[src/rtl/sort_pkg.sv]
// Shared types for the sort-result streaming logic.
package sort_pkg;

   // Streamer holds at most one vector: either empty or emitting it.
   typedef enum logic {
      IDLE   = 1'b0,
      STREAM = 1'b1
   } stream_state_e;

endpackage

[src/rtl/sort_lane_select.sv]
// Picks one lane of a sorted vector by output rank, optionally reading from the top lane down.
module sort_lane_select #(
   parameter int SIZE    = 4,
   parameter int REVERSE = 0,
   parameter int DW      = 8,
   parameter int IW      = 4,
   parameter int RW      = $clog2(SIZE)
) (
   input  logic [SIZE-1:0][DW-1:0] data_i,
   input  logic [SIZE-1:0][IW-1:0] index_i,
   input  logic [RW-1:0]           rank_i,
   output logic [DW-1:0]           data_o,
   output logic [IW-1:0]           index_o
);

   logic [RW-1:0] lane;

   // SIZE is a power of two, so SIZE-1-rank is simply the bitwise complement of rank.
   always_comb begin
      lane    = (REVERSE != 0) ? ~rank_i : rank_i;
      data_o  = data_i[lane];
      index_o = index_i[lane];
   end

endmodule

[src/rtl/sorted_result_streamer.sv]
// Captures one sorted vector from the bitonic network and streams its first COUNT entries in rank order.
module sorted_result_streamer
   import sort_pkg::*;
#(
   parameter int SIZE          = 4,
   parameter int COUNT         = 4,
   parameter int REVERSE       = 0,
   parameter int NETWORK_WIDTH = 16,
   parameter int INDEX_WIDTH   = 8
) (
   input  logic                                 clk,
   input  logic                                 rst_n,
   input  logic                                 flush,
   input  logic                                 in_valid,
   output logic                                 in_ready,
   input  logic [SIZE-1:0][NETWORK_WIDTH-1:0]   data_in,
   input  logic [SIZE-1:0][INDEX_WIDTH-1:0]     index_in,
   output logic                                 out_valid,
   input  logic                                 out_ready,
   output logic [NETWORK_WIDTH-1:0]             data_out,
   output logic [INDEX_WIDTH-1:0]               index_out,
   output logic [$clog2(SIZE)-1:0]              out_rank,
   output logic                                 out_last,
   output logic                                 busy
);

   localparam int            RW        = $clog2(SIZE);
   localparam logic [RW-1:0] LAST_RANK = RW'(COUNT - 1);

   stream_state_e                       state_q, state_d;
   logic [RW-1:0]                       ptr_q, ptr_d;
   logic [SIZE-1:0][NETWORK_WIDTH-1:0]  data_q, data_d;
   logic [SIZE-1:0][INDEX_WIDTH-1:0]    index_q, index_d;

   logic                     streaming, capture, accept;
   logic [NETWORK_WIDTH-1:0] sel_data;
   logic [INDEX_WIDTH-1:0]   sel_index;

   sort_lane_select #(
      .SIZE    (SIZE),
      .REVERSE (REVERSE),
      .DW      (NETWORK_WIDTH),
      .IW      (INDEX_WIDTH),
      .RW      (RW)
   ) u_sel (
      .data_i  (data_q),
      .index_i (index_q),
      .rank_i  (ptr_q),
      .data_o  (sel_data),
      .index_o (sel_index)
   );

   assign streaming = (state_q == STREAM);
   assign out_valid = streaming;
   assign busy      = streaming;
   assign out_last  = streaming & (ptr_q == LAST_RANK);
   assign out_rank  = streaming ? ptr_q : '0;
   assign data_out  = streaming ? sel_data : '0;
   assign index_out = streaming ? sel_index : '0;

   // A new vector may land while idle, or on the edge that retires the final beat; flush blocks both.
   assign in_ready = ~flush & (~streaming | (out_ready & out_last));
   assign capture  = in_valid & in_ready;
   assign accept   = streaming & out_ready & ~flush;

   // Next state: flush wins, then beat advance, then capture (which overrides the last-beat return to IDLE).
   always_comb begin
      state_d = state_q;
      ptr_d   = ptr_q;
      data_d  = data_q;
      index_d = index_q;
      if (flush) begin
         state_d = IDLE;
         ptr_d   = '0;
      end else begin
         if (accept) begin
            if (out_last) begin
               state_d = IDLE;
               ptr_d   = '0;
            end else begin
               ptr_d = ptr_q + RW'(1);
            end
         end
         if (capture) begin
            data_d  = data_in;
            index_d = index_in;
            state_d = STREAM;
            ptr_d   = '0;
         end
      end
   end

   // State, rank pointer and the held vector.
   always_ff @(posedge clk or negedge rst_n) begin
      if (!rst_n) begin
         state_q <= IDLE;
         ptr_q   <= '0;
         data_q  <= '0;
         index_q <= '0;
      end else begin
         state_q <= state_d;
         ptr_q   <= ptr_d;
         data_q  <= data_d;
         index_q <= index_d;
      end
   end

endmodule
[config.mk]
export PLATFORM = sky130hd
export DESIGN_NAME = sorted_result_streamer
export DESIGN_NICKNAME = d
export VERILOG_FILES = /design/src/rtl/sort_pkg.sv /design/src/rtl/sort_lane_select.sv /design/src/rtl/sorted_result_streamer.sv
export SDC_FILE = /design/constraint.sdc
export NUM_CORES = 1
export LEC_CHECK = 0
export CAP_MARGIN = 20
export CORE_ASPECT_RATIO = 1.5
export CORE_UTILIZATION = 43
export DETAILED_ROUTE_END_ITERATION = 6
export PLACE_DENSITY = 0.75
export SYNTH_ARGS = -nofsm -noshare
export SYNTH_HDL_FRONTEND = slang
export SYNTH_SLANG_ARGS = --single-unit
[constraint.sdc]
create_clock -name clk -period 1.5 [get_ports clk]
set_input_delay 0.225 -clock clk [delete_from_list [all_inputs] [get_ports clk]]
set_output_delay 0.225 -clock clk [all_outputs]
set_load 0.005 [all_outputs]
* Word-level counts from Yosys, hierarchy flattened
Index checks and enable logic that the tools add are counted. W data, S select, Z words.
Storage, ports and cells: bits in registers 99, latch bits 0, bits in writable memories 0, ROM bits 0, input bits 101, output and inout bits 30, word-level logic and storage cells 41, memories kept 0
Cells by class: $add $sub $neg 1, multipliers 0, div/mod/pow operators 0, $lt $le $gt $ge 1, equal/unequal tests 1, shift-type cells 0, muxes and demuxes 15, bitwise operators 9, reduce and logical (&&, ||, !) cells 4
Operator list (number):
- $bmux W16 S2 | 1
- $mux W16 | 2
- $bmux W8 S2 | 1
- $mux W8 | 2
- $mux W2 | 5
- $and A1 B1 Y1 | 6
- $reduce_bool A3 Y1 | 2
- $mux W1 | 4
- $reduce_and A2 Y1 | 2
- $lt A2 B3 Y1 const B | 1
- $add A2 B1 Y2 const B | 1
- $eq A2 B2 Y1 const B | 1
- $not A1 Y1 | 2
- $or A1 B1 Y1 | 1

* Logic depth before layout (Yosys ltp)
Gate-level depths: netlist of the first run.
word-level depth 8, depth in mapped cells 6, mapped depth without buffers 4

* Hierarchy
Synthesis of the first run repeated with hierarchy kept, for this count alone.
Unflattened totals: cells, all modules 282, area total of the unflattened synthesis 4553.1 sq um
By module, submodules not included:
- sorted_result_streamer | times used 1, cells each 252, area an instance 3932.5 sq um, sequential area each 2477.4 sq um
- sort_lane_select | times used 1, cells each 30, area an instance 620.6 sq um, sequential area each 0.0 sq um

* Least setup slack after synthesis of the first run
OpenSTA, ideal clock, no wires.
path type register -> register, from register ptr_q[0], to register data_q[16] in the netlist's numbering, library setup time 127 ps, arrival 1576 ps, required time 1373 ps, path slack -204 ps, cell stages (with the launch flop) 7, path buffers 2, clock period less this slack 1704 ps, path through dfrtp_1 ha_1 a21boi_2 nor3b_2 buf_6 buf_6 mux2_1
Between the ends: longest elaborated chain between the ends 7
RTL lines:
- from (decl) | RTL line sorted_result_streamer.sv:31 | logic [RW-1:0] ptr_q, ptr_d;
- from (signal assigned) | RTL line sorted_result_streamer.sv:102 | ptr_q <= ptr_d;
- $eq A2 B2 Y1 | RTL line sorted_result_streamer.sv:56 | assign out_last = streaming & (ptr_q == LAST_RANK);
- $and A1 B1 Y1 | RTL line sorted_result_streamer.sv:56
- $and A1 B1 Y1 | RTL line sorted_result_streamer.sv:62 | assign in_ready = ~flush & (~streaming | (out_ready & out_last));
- $or A1 B1 Y1 | RTL line sorted_result_streamer.sv:62
- $and A1 B1 Y1 | RTL line sorted_result_streamer.sv:62
- $and A1 B1 Y1 | RTL line sorted_result_streamer.sv:63 | assign capture = in_valid & in_ready;
- $reduce_and A2 Y1 (no line)
- to (signal assigned) | RTL line sorted_result_streamer.sv:103 | data_q <= data_d;
- to (decl) | RTL line sorted_result_streamer.sv:32 | logic [SIZE-1:0][NETWORK_WIDTH-1:0] data_q, data_d;
No other way between the ends. A chain may end at the register's enable or synchronous reset.

* Worst setup path after layout of the first run
from register ptr_q[1], to output data_out[2]
Between the ends: longest elaborated chain between the ends 3
RTL lines:
- $bmux W16 S2 | RTL line sort_lane_select.sv:21 | data_o = data_i[lane];
- $mux W16 (not written as such) | RTL line sort_lane_select.sv:21
- $mux W16 | RTL line sorted_result_streamer.sv:58 | assign data_out = streaming ? sel_data : '0;
- to (decl) | RTL line sorted_result_streamer.sv:20 | output logic [NETWORK_WIDTH-1:0] data_out,
No other way between the ends. The select of a mux whose other input is x is not followed.

==> qor.tcl, run 1 <==
set qor(totalWireLength_mm) 13.0
set qor(pre_cts_slack_ns) -0.406
set qor(ys_seq_elements) 99
set qor(avg_vias_per_cell) 5.47
set qor(insertedDiodeCount) 0
set qor(placement.cell_area_sq_mm) 0.00608
set qor(critical_path_required_ns) 1.27
set qor(synth_cells) 310
set qor(run_status) {complete, but fails checks}
set qor(number_of_cts_inserted_buffers) 9
set qor(cts-root-to-sink-buffers) 2
set qor(transition_at_the_pin_with_the_smallest_max_transition_slack_ns) 0.551
set qor(filler_cell_count) 629
set qor(clock_insertion_delay_worst_skew_ns) 0.35
set qor(final_cell_area_sq_mm) 0.00738
set qor(maxCapViolCount) 0
set qor(htree_num_levels) 3
set qor(layout.nets) 594
set qor(cts.clk_slew.worst_paths_ns) 0.07
set qor(tritoncts_clock_tree) {done}
set qor(hpwlAfterDp_mm) 7.15
set qor(cts_root_buffer) {sky130_fd_sc_hd__clkbuf_16}
set qor(fp-row-count) 45
set qor(first_iter_violations) 183
set qor(timing.setup.tns_ns) -42.98
set qor(setup_violations) 126
set qor(crit_path_max_fanout) 5
set qor(drtPass1Iterations) 4
set qor(p_per_area_mw_per_mm2) 1080
set qor(endpoint_kind) {output port}
set qor(drv_slew) 0
set qor(failed_checks) {negative setup slack}
set qor(syn_area_sq_mm) 0.00446
set qor(synth_cell_types) 22
set qor(fin_skew_ns) 0.00447
set qor(crit_buf_inv) 4
set qor(irDropWorstVdd_mv) 0.822
set qor(ys_seq_area_share_pct) 55.6
set qor(layout.core_utilization_pct) 73.3
set qor(detail_route.wl_per_cell_microns) 21.2
set qor(maxClockFrequency_ghz) 0.510
set qor(die_width_microns) 85.1
set qor(sort_of_element_at_the_start_of_the_critical_path) {register}
set qor(detail_route.drc_violations) 0
set qor(grt_pass1_wl_mm) 20.6
set qor(cp_slowest_cell) {sky130_fd_sc_hd__dfrtp_4}
set qor(synth_fp_nets) 412
set qor(clock_sinks) 99
set qor(synth.yosys.warnings) 0
set qor(core_sq_mm) 0.0101
set qor(dieArea_sq_mm) 0.0108
set qor(criticalPathCategory) {reg2out}
set qor(timing.critical_path.mode_cell) {sky130_fd_sc_hd__buf_12}
set qor(slowest_delay_ns) 0.51
set qor(grt_setup_unrepaired) {yes}
set qor(die_h_microns) 127
set qor(post_synth.cell_area_avg_sq_um) 14.4
set qor(top_level_ports) 131
set qor(worstPathCellList) {buf_12, buf_12, buf_12, mux2i_2, o22ai_2, buf_2}
set qor(groute.usage.overall_pct) 25.4
set qor(critPathArrivalTime_ns) 1.73
set qor(via_count) 3360
set qor(final-seq-area_sq_mm) 0.00248
set qor(start_util_pct) 44.2
set qor(min_period_over_period_pct) 131
set qor(hp-class) {in2async}
set qor(first_global_vias) 3875
set qor(place.port_buffers) 130
set qor(holdWs_ns) 0.439
set qor(leftover_overflow_at_the_end_of_global_routing) 0
set qor(finalCriticalPeriod_ns) 1.96
set qor(worst_setup_margin_ns) -0.459
set qor(multi_input_logic_area_sq_mm) 0.00235
set qor(timing.slew.headroom_pct) 63.3
set qor(grt_start_max_net_pins) 100
set qor(initial_antenna_violation_count) 0
set qor(leakage_nw) 3.23
set qor(timing_hold_violations_final) 0
set qor(route.antenna.remaining_nets) 0
set qor(area_delta_synth_final_pct) 65.7
set qor(routabilityCongestion) 0.764
set qor(ratio_of_cells_with_drive_above_1_in_the_final_layout_pct) 47.1
set qor(path_delay_family) {buffers and inverters}
## power breakdown
group | switching (W) | leakage [nW] | internal, W | total, W
combinational | 0.000600 | 1.90 | 0.00130 | 0.00190
sequential | 0.000323 | 1.17 | 0.00317 | 0.00350
clock | 0.00104 | 0.158 | 0.00156 | 0.00260
total | 0.00196 | 3.23 | 0.00603 | 0.00799
## timing repair
item / in CTS / in global routing
hold endpoints to repair: 99 / 0
pin swaps: 17 / 20
setup endpoints to repair: 126 / 129
hold buffers: 1 / 0
gates resized for setup: 266 / 53
cloned: 11 / 1
buffers inserted: 36 / 6
## state kept, by name, indices dropped and copies added, names as in the netlist
name	cells
busy	1
data_q	64
index_q	32
ptr_q	2
## stage by stage
stage	total power [W]	std cells
finish	0.00799	614
global route	0.00830	614
CTS	0.00793	626
detailed placement	0.00485	562
global placement	0.00477	562
floorplan	0.00412	310
## metal layers
layer,share of wire [%],routed length [microns],vias up,track usage (%)
li1,-,-,1489,-
met1,38,5020,1714,29.2
met2,54,7020,129,44.9
met3,4.5,586,28,3.77
met4,3.1,410,0,14.0
met5,0,0,-,0
## worst paths after layout
kind | from | to | slack [ns] | cells after the start
setup / recovery | ptr_q[1] | data_out[2] | -0.46 | 6
hold / removal | rst_n | index_q[27] | 0.44 | 3
setup reg to reg | ptr_q[1] | data_q[27] | -0.43 | 8
hold reg to reg | data_q[50] | data_q[50] | 0.51 | 1
max in group asynchronous | rst_n | index_q[7] | 0.60 | 3
min in group clk | index_in[16] | index_q[16] | 0.48 | 2
## worst min-delay path, stage by stage
cell and delay [ns]:
sky130_fd_sc_hd__dlygate4sd3_1 0.53, sky130_fd_sc_hd__buf_4 0.12, sky130_fd_sc_hd__buf_12 0.36
## Yosys cell counts
library cell,number,area (sq um)
sky130_fd_sc_hd__mux2i_1,49,490
sky130_fd_sc_hd__nand2_1,3,11.3
sky130_fd_sc_hd__nor3b_1,1,7.51
sky130_fd_sc_hd__nand2b_1,1,6.26
sky130_fd_sc_hd__inv_1,1,3.75
sky130_fd_sc_hd__ha_1,1,12.5
sky130_fd_sc_hd__and2_1,2,12.5
sky130_fd_sc_hd__o21ai_0,1,5.00
sky130_fd_sc_hd__a21oi_1,1,5.00
sky130_fd_sc_hd__nor3_1,1,5.00
sky130_fd_sc_hd__buf_6,5,56.3
sky130_fd_sc_hd__dfrtp_1,99,2480
sky130_fd_sc_hd__buf_2,10,50.1
sky130_fd_sc_hd__nor2_1,4,15.0
sky130_fd_sc_hd__mux2_2,56,631
sky130_fd_sc_hd__buf_4,1,7.51
sky130_fd_sc_hd__nor2b_1,2,12.5
sky130_fd_sc_hd__a21boi_2,1,11.3
sky130_fd_sc_hd__mux2_1,40,450
sky130_fd_sc_hd__clkbuf_1,6,22.5
sky130_fd_sc_hd__nor3b_2,1,12.5
sky130_fd_sc_hd__o22ai_1,24,150
## cell usage in the layout, fill, tap and decap left out, types with 3 or more instances in the layout
| master | instances |
|---|---|
| sky130_fd_sc_hd__mux2_4 | 95 |
| sky130_fd_sc_hd__clkbuf_16 | 10 |
| sky130_fd_sc_hd__clkdlybuf4s50_1 | 99 |
| sky130_fd_sc_hd__buf_12 | 19 |
| sky130_fd_sc_hd__o22ai_2 | 8 |
| sky130_fd_sc_hd__buf_4 | 13 |
| sky130_fd_sc_hd__mux2i_2 | 5 |
| sky130_fd_sc_hd__buf_8 | 7 |
| sky130_fd_sc_hd__mux2i_1 | 42 |
| sky130_fd_sc_hd__buf_2 | 26 |
| sky130_fd_sc_hd__o22ai_1 | 16 |
| sky130_fd_sc_hd__dfrtp_1 | 96 |
| sky130_fd_sc_hd__nor2_1 | 3 |
| sky130_fd_sc_hd__buf_6 | 25 |
## logic make-up (layout without fill, tap and decap cells)
logic type | count (synthesis) | after routing | share of synthesized area, %
muxes | 145 | 145 | 35.3
DFF | 99 | 99 | 55.6
AOI/OAI and AO/OA | 27 | 27 | 3.85
buffers and inverters | 23 | 210 | 3.15
and+or+nand+nor | 15 | 15 | 1.85
adders and majority gates | 1 | 1 | 0.281
## cell type report
| type | instances | area share [%] |
|---|---|---|
| clock inverters | 5 | 1.14 |
| well taps | 117 | 1.98 |
| flip-flops and latches | 99 | 33.6 |
| inverters | 1 | 0.0508 |
| multi-input cells | 188 | 31.9 |
| repair buffers | 193 | 27.9 |
| clock buffers | 11 | 3.42 |
(Power assumes the default switching activity.)
==> run 2, diff against run 1 <==
--- a/config.mk
+++ b/config.mk
@@ -10,6 +10,8 @@
 export CORE_UTILIZATION = 43
 export DETAILED_ROUTE_END_ITERATION = 6
 export PLACE_DENSITY = 0.75
+export RECOVER_POWER = 100
+export SETUP_SLACK_MARGIN = 0.1
 export SYNTH_ARGS = -nofsm -noshare
 export SYNTH_HDL_FRONTEND = slang
 export SYNTH_SLANG_ARGS = --single-unit
==> run 2 against run 1 <==
- the run still ends with negative setup slack left
- clock power about the same
- critical endpoint is now index_out[6]
- fmax down 0.27%
- flip-flop and latch count unchanged
==> qor.tcl, run 2 (synthesized netlist as in run 1, its figures left out) <==
set qor(detail_route.wl_per_cell_microns) 21.0
set qor(sort_of_element_at_the_start_of_the_critical_path) {register}
set qor(failed_checks) {negative setup slack}
set qor(insertedDiodeCount) 0
set qor(finalCriticalPeriod_ns) 1.96
set qor(die_width_microns) 85.1
set qor(pre_cts_slack_ns) -0.406
set qor(grt_pass1_wl_mm) 20.4
set qor(layout.cells.most_common_list) {99 x sky130_fd_sc_hd__clkdlybuf4s50_1, 96 x sky130_fd_sc_hd__mux2_4, 96 x sky130_fd_sc_hd__dfrtp_1, 44 x sky130_fd_sc_hd__mux2i_1}
set qor(criticalPathCategory) {reg2out}
set qor(grt_start_max_net_pins) 100
set qor(cts_root_buffer) {sky130_fd_sc_hd__clkbuf_16}
set qor(slowest_delay_ns) 0.51
set qor(largest_register) {data_q}
set qor(number_of_cts_inserted_buffers) 9
set qor(grt_setup_unrepaired) {yes}
set qor(p_per_area_mw_per_mm2) 1080
set qor(hpwlAfterDp_mm) 7.15
set qor(fin_skew_ns) 0.00556
set qor(initial_antenna_violation_count) 0
set qor(worstPathCellList) {buf_8, buf_6, buf_16, mux2i_2, o22ai_2, buf_2}
set qor(holdWs_ns) 0.481
set qor(area_delta_synth_final_pct) 66.3
set qor(min_path_cells) 2
set qor(top_regs) {data_q (64), index_q (32), ptr_q (2)}
set qor(clock_sinks) 99
set qor(place.port_buffers) 130
set qor(filler_cell_count) 611
set qor(irDropWorstVdd_mv) 0.768
set qor(clock_insertion_delay_worst_skew_ns) 0.35
set qor(first_iter_violations) 135
set qor(largest_reg_flops) 64
set qor(timing.slew.headroom_pct) 39.5
set qor(crit_path_max_fanout) 5
set qor(worst_setup_margin_ns) -0.465
set qor(dieArea_sq_mm) 0.0108
set qor(leftover_overflow_at_the_end_of_global_routing) 0
set qor(endpoint_kind) {output port}
set qor(cp_slowest_cell) {sky130_fd_sc_hd__dfrtp_4}
set qor(via_count) 3330
set qor(transition_at_the_pin_with_the_smallest_max_transition_slack_ns) 0.907
set qor(avg_vias_per_cell) 5.40
set qor(ratio_of_cells_with_drive_above_1_in_the_final_layout_pct) 47.2
set qor(route.antenna.remaining_nets) 0
set qor(first_global_vias) 3848
set qor(placement.cell_area_sq_mm) 0.00608
set qor(drtPass1Iterations) 4
set qor(top_level_ports) 131
set qor(min_period_over_period_pct) 131
set qor(setup_violations) 125
set qor(routabilityCongestion) 0.764
set qor(hp-class) {in2reg}
set qor(drv_slew) 0
set qor(leakage_nw) 3.25
set qor(detail_route.drc_violations) 0
set qor(run_status) {complete, but fails checks}
set qor(die_h_microns) 127
set qor(layout.nets) 597
set qor(final_cell_area_sq_mm) 0.00741
set qor(maxCapViolCount) 0
set qor(fp-row-count) 45
set qor(critical_path_required_ns) 1.27
set qor(most_common_cell_after_layout_fill_and_taps_aside) {sky130_fd_sc_hd__clkdlybuf4s50_1}
set qor(core_sq_mm) 0.0101
set qor(timing_hold_violations_final) 0
set qor(worstRegToRegCells) 8
set qor(maxClockFrequency_ghz) 0.509
set qor(htree_num_levels) 3
set qor(start_util_pct) 44.2
set qor(totalWireLength_mm) 13.0
set qor(critPathArrivalTime_ns) 1.74
set qor(groute.usage.overall_pct) 25.1
set qor(cts-root-to-sink-buffers) 2
set qor(cts.clk_slew.worst_paths_ns) 0.07
set qor(tritoncts_clock_tree) {done}
## run 2: cell count changes in the layout (fill, tap and decap cells not counted), moves of 2 or more
cell	delta
sky130_fd_sc_hd__buf_4	+3
sky130_fd_sc_hd__mux2i_1	+2
sky130_fd_sc_hd__buf_12	-6
sky130_fd_sc_hd__o22ai_2	-2
sky130_fd_sc_hd__o22ai_1	+2
sky130_fd_sc_hd__buf_16	+4
sky130_fd_sc_hd__nor2_4	+2
sky130_fd_sc_hd__nor2_1	-2
## run 2: timing repair
action                                 in CTS  in global routing
cloned                                     11                  1
setup endpoints to repair                 126                129
pin swaps                                  17                 24
buffers inserted                           36                  3
endpoints found under the hold margin      99                  0
hold buffers                                1                  0
gates resized for setup                   272                 40
## run 2: power breakdown
part	total, W	switching, W	internal [W]
sequential	0.00348	0.000310	0.00317
clock	0.00259	0.00104	0.00156
combinational	0.00190	0.000599	0.00130
total	0.00798	0.00194	0.00603
## run 2: area by class of cell
type	count	area [sq um]	area share, %
Inverter	1	3.75	0.0507
Timing Repair Buffer	196	2090	28.3
Sequential cell	99	2480	33.5
Clock buffer	11	253	3.41
Tap cell	117	146	1.98
Clock inverter	5	83.8	1.13
Multi-Input combinational cell	188	2340	31.6
## run 2: path summary, 6_finish.rpt
check | from | endpoint | slack (ns)
min | index_in[16] | index_q[16] | 0.48
max | ptr_q[1] | index_out[6] | -0.46
max reg2reg | ptr_q[1] | data_q[31] | -0.44
max in group asynchronous | rst_n | ptr_q[1] | 0.25
min reg2reg | index_q[21] | index_q[21] | 0.51
min in group asynchronous | rst_n | index_q[10] | 0.58
## run 2: through the flow
step | total power, W | setup TNS (ns) | utilization, % | std cells
6_report | 0.00798 | -46.08 | 73.5 | 617
5_1_grt | 0.00829 | -52.84 | 73.5 | 617
4_1_cts | 0.00792 | -45.02 | 73.8 | 626
3_5_place_dp | 0.00485 | -42.79 | 60.3 | 562
3_3_place_gp | 0.00477 | -41.06 | 60.3 | 562
2_1_floorplan | 0.00412 | -16.48 | - | 310
## run 2: per-layer routing
layer,track usage [%],vias to the layer above,share of wire [%]
met3,4.68,35,4.4
met4,12.6,0,3.4
met2,44.4,120,54
met1,28.8,1679,38
met5,0,-,0
li1,-,1496,-
## run 2: critical path: cells and delay by family, from the launching register on
kind / cells / cell delay (ns)
buffers and inverters: 4 / 0.56
DFF: 1 / 0.51
muxes: 1 / 0.19
AOI/OAI and AO/OA: 1 / 0.12
==> run 3, diff against run 2 <==
--- a/config.mk
+++ b/config.mk
@@ -12,6 +12,7 @@
 export PLACE_DENSITY = 0.75
 export RECOVER_POWER = 100
 export SETUP_SLACK_MARGIN = 0.1
+export SKIP_CTS_REPAIR_TIMING = 1
 export SYNTH_ARGS = -nofsm -noshare
 export SYNTH_HDL_FRONTEND = slang
 export SYNTH_SLANG_ARGS = --single-unit
==> run 3 against run 2 <==
- the flow still finishes with violations (negative setup slack)
- combinational power fell by 5%
- hold slack improved by 0.0051 ns
- worst setup slack improved by 0.067 ns
- cell area fell by 2.0%
- clock skew barely moved
- non-clock buffer count fell by 5
- via count fell by 1.0%
==> qor.tcl, run 3 (synthesized netlist as in run 1, its figures left out) <==
set qor(most_common_cell_after_layout_fill_and_taps_aside) {sky130_fd_sc_hd__clkdlybuf4s50_1}
set qor(crit_path_max_fanout) 8
set qor(clock_sinks) 99
set qor(endpoint_kind) {output port}
set qor(grt_pass1_wl_mm) 15.9
set qor(first_iter_violations) 119
set qor(tritoncts_clock_tree) {done}
set qor(timing.slew.headroom_pct) 39.6
set qor(largest_reg_flops) 64
set qor(comb_power_share_pct) 23.0
set qor(number_of_cts_inserted_buffers) 9
set qor(netSwitchingFraction_pct) 24.1
set qor(start_util_pct) 44.2
set qor(fin_skew_ns) 0.00551
set qor(die_h_microns) 127
set qor(critPathArrivalTime_ns) 1.67
set qor(grt_setup_unrepaired) {yes}
set qor(first_global_vias) 3331
set qor(cts.clk_slew.worst_paths_ns) 0.07
set qor(grt_start_max_net_pins) 100
set qor(leakage_nw) 3.16
set qor(clkPwrFrac_pct) 32.7
set qor(drv_slew) 0
set qor(internal_power_w) 0.00596
set qor(maxClockFrequency_ghz) 0.527
set qor(critical_path_required_ns) 1.27
set qor(insertedDiodeCount) 0
set qor(slowest_delay_ns) 0.42
set qor(route.antenna.remaining_nets) 0
set qor(initial_antenna_violation_count) 0
set qor(fin_cells) 612
set qor(dieArea_sq_mm) 0.0108
set qor(layout.nets) 592
set qor(failed_checks) {negative setup slack}
set qor(timing_hold_violations_final) 0
set qor(groute.usage.overall_pct) 19.4
set qor(totalWireLength_mm) 12.3
set qor(transition_at_the_pin_with_the_smallest_max_transition_slack_ns) 0.907
set qor(routabilityCongestion) 0.764
set qor(power.switching_w) 0.00189
set qor(numPlacedInstances) 562
set qor(htree_num_levels) 3
set qor(worstPathCellList) {buf_12, clkbuf_16, buf_6, mux2i_1, o22ai_1, buf_2}
set qor(detail_route.wl_per_cell_microns) 20.1
set qor(core_sq_mm) 0.0101
set qor(p_per_area_mw_per_mm2) 1080
set qor(place.port_buffers) 130
set qor(totalPowerFinal_w) 0.00785
set qor(cts_root_buffer) {sky130_fd_sc_hd__clkbuf_16}
set qor(run_status) {complete, but fails checks}
set qor(hpwlAfterDp_mm) 7.15
set qor(setup_violations) 123
set qor(cts-root-to-sink-buffers) 2
set qor(irDropWorstVdd_mv) 0.828
set qor(top_regs) {data_q (64), index_q (32), ptr_q (2)}
set qor(final_cell_area_sq_mm) 0.00726
set qor(power.share.sequential_pct) 44.3
set qor(clock_insertion_delay_worst_skew_ns) 0.35
set qor(placement.cell_area_sq_mm) 0.00608
set qor(hp-class) {in2reg}
set qor(avg_vias_per_cell) 5.39
set qor(detail_route.drc_violations) 0
set qor(die_width_microns) 85.1
set qor(via_count) 3296
set qor(criticalPathCategory) {reg2out}
set qor(ratio_of_cells_with_drive_above_1_in_the_final_layout_pct) 44.0
set qor(maxCapViolCount) 0
set qor(timing.setup.tns_ns) -35.96
set qor(layout.cells.most_common_list) {99 x sky130_fd_sc_hd__clkdlybuf4s50_1, 96 x sky130_fd_sc_hd__dfrtp_1, 83 x sky130_fd_sc_hd__mux2_4, 44 x sky130_fd_sc_hd__mux2i_1, 23 x sky130_fd_sc_hd__buf_6}
set qor(area_delta_synth_final_pct) 63.0
set qor(worst_setup_margin_ns) -0.397
set qor(top_level_ports) 131
set qor(sort_of_element_at_the_start_of_the_critical_path) {register}
set qor(holdWs_ns) 0.486
set qor(fp-row-count) 45
set qor(leftover_overflow_at_the_end_of_global_routing) 0
set qor(drtPass1Iterations) 4
set qor(largest_register) {data_q}
set qor(min_period_over_period_pct) 126
set qor(finalCriticalPeriod_ns) 1.90
set qor(cp_slowest_cell) {sky130_fd_sc_hd__dfrtp_2}
==> run 3: critical path, delay by kind of cell (launching register included) <==
| family | cells | cell delay (ns) |
|---|---|---|
| buf+inv | 4 | 0.57 |
| mux | 1 | 0.11 |
| flops | 1 | 0.42 |
| compound gates | 1 | 0.22 |
==> run 3: power groups by stage <==
| stage | Combinational [W] | Clock, W | Sequential (W) |
|---|---|---|---|
| after floorplan | 0.000730 | 0 | 0.00339 |
| after global placement | 0.00133 | 0 | 0.00344 |
| after detailed placement | 0.00138 | 0 | 0.00347 |
| after CTS | 0.00138 | 0.00261 | 0.00342 |
| after global routing | 0.00192 | 0.00272 | 0.00353 |
| final | 0.00181 | 0.00257 | 0.00348 |
==> run 3: cell type report <==
class	count	area, sq um
clock buffer	11	253
clock inverter	5	83.8
fill	662	2820
inverter	1	6.26
multi-input combinational	188	2280
sequential	99	2480
tap	117	146
timing repair buffer	191	2010
==> run 3: stage by stage <==
| step | setup WS, ns | util, % |
|---|---|---|
| 6_report | -0.397 | 72.1 |
| 5_1_grt | -0.455 | 72.1 |
| 4_1_cts | -0.708 | 63.6 |
| 3_5_place_dp | -0.406 | 60.3 |
| 3_3_place_gp | -0.379 | 60.3 |
| 2_1_floorplan | -0.198 | - |
==> run 3: path summary, 6_finish.rpt <==
kind                              startpoint           to  slack (ns)  depth (start not counted)
min in group asynchronous              rst_n  index_q[11]        0.58                          3
worst max-delay path                ptr_q[1]  data_out[7]       -0.40                          6
worst max register to register      ptr_q[1]   index_q[7]       -0.33                          7
worst min-delay path            index_in[16]  index_q[16]        0.49                          2
worst min register to register    data_q[44]   data_q[44]        0.50                          1
max in group asynchronous              rst_n         busy        0.21                          3
==> run 3: metal layers <==
metal / vias to the layer above / global-route usage, % / wire length (microns)
met3: 27 / 4.49 / 592
met2: 114 / 33.3 / 6510
li1: 1493 / - / -
met5: - / 0 / 0
met4: 0 / 10.4 / 362
met1: 1662 / 22.4 / 4840
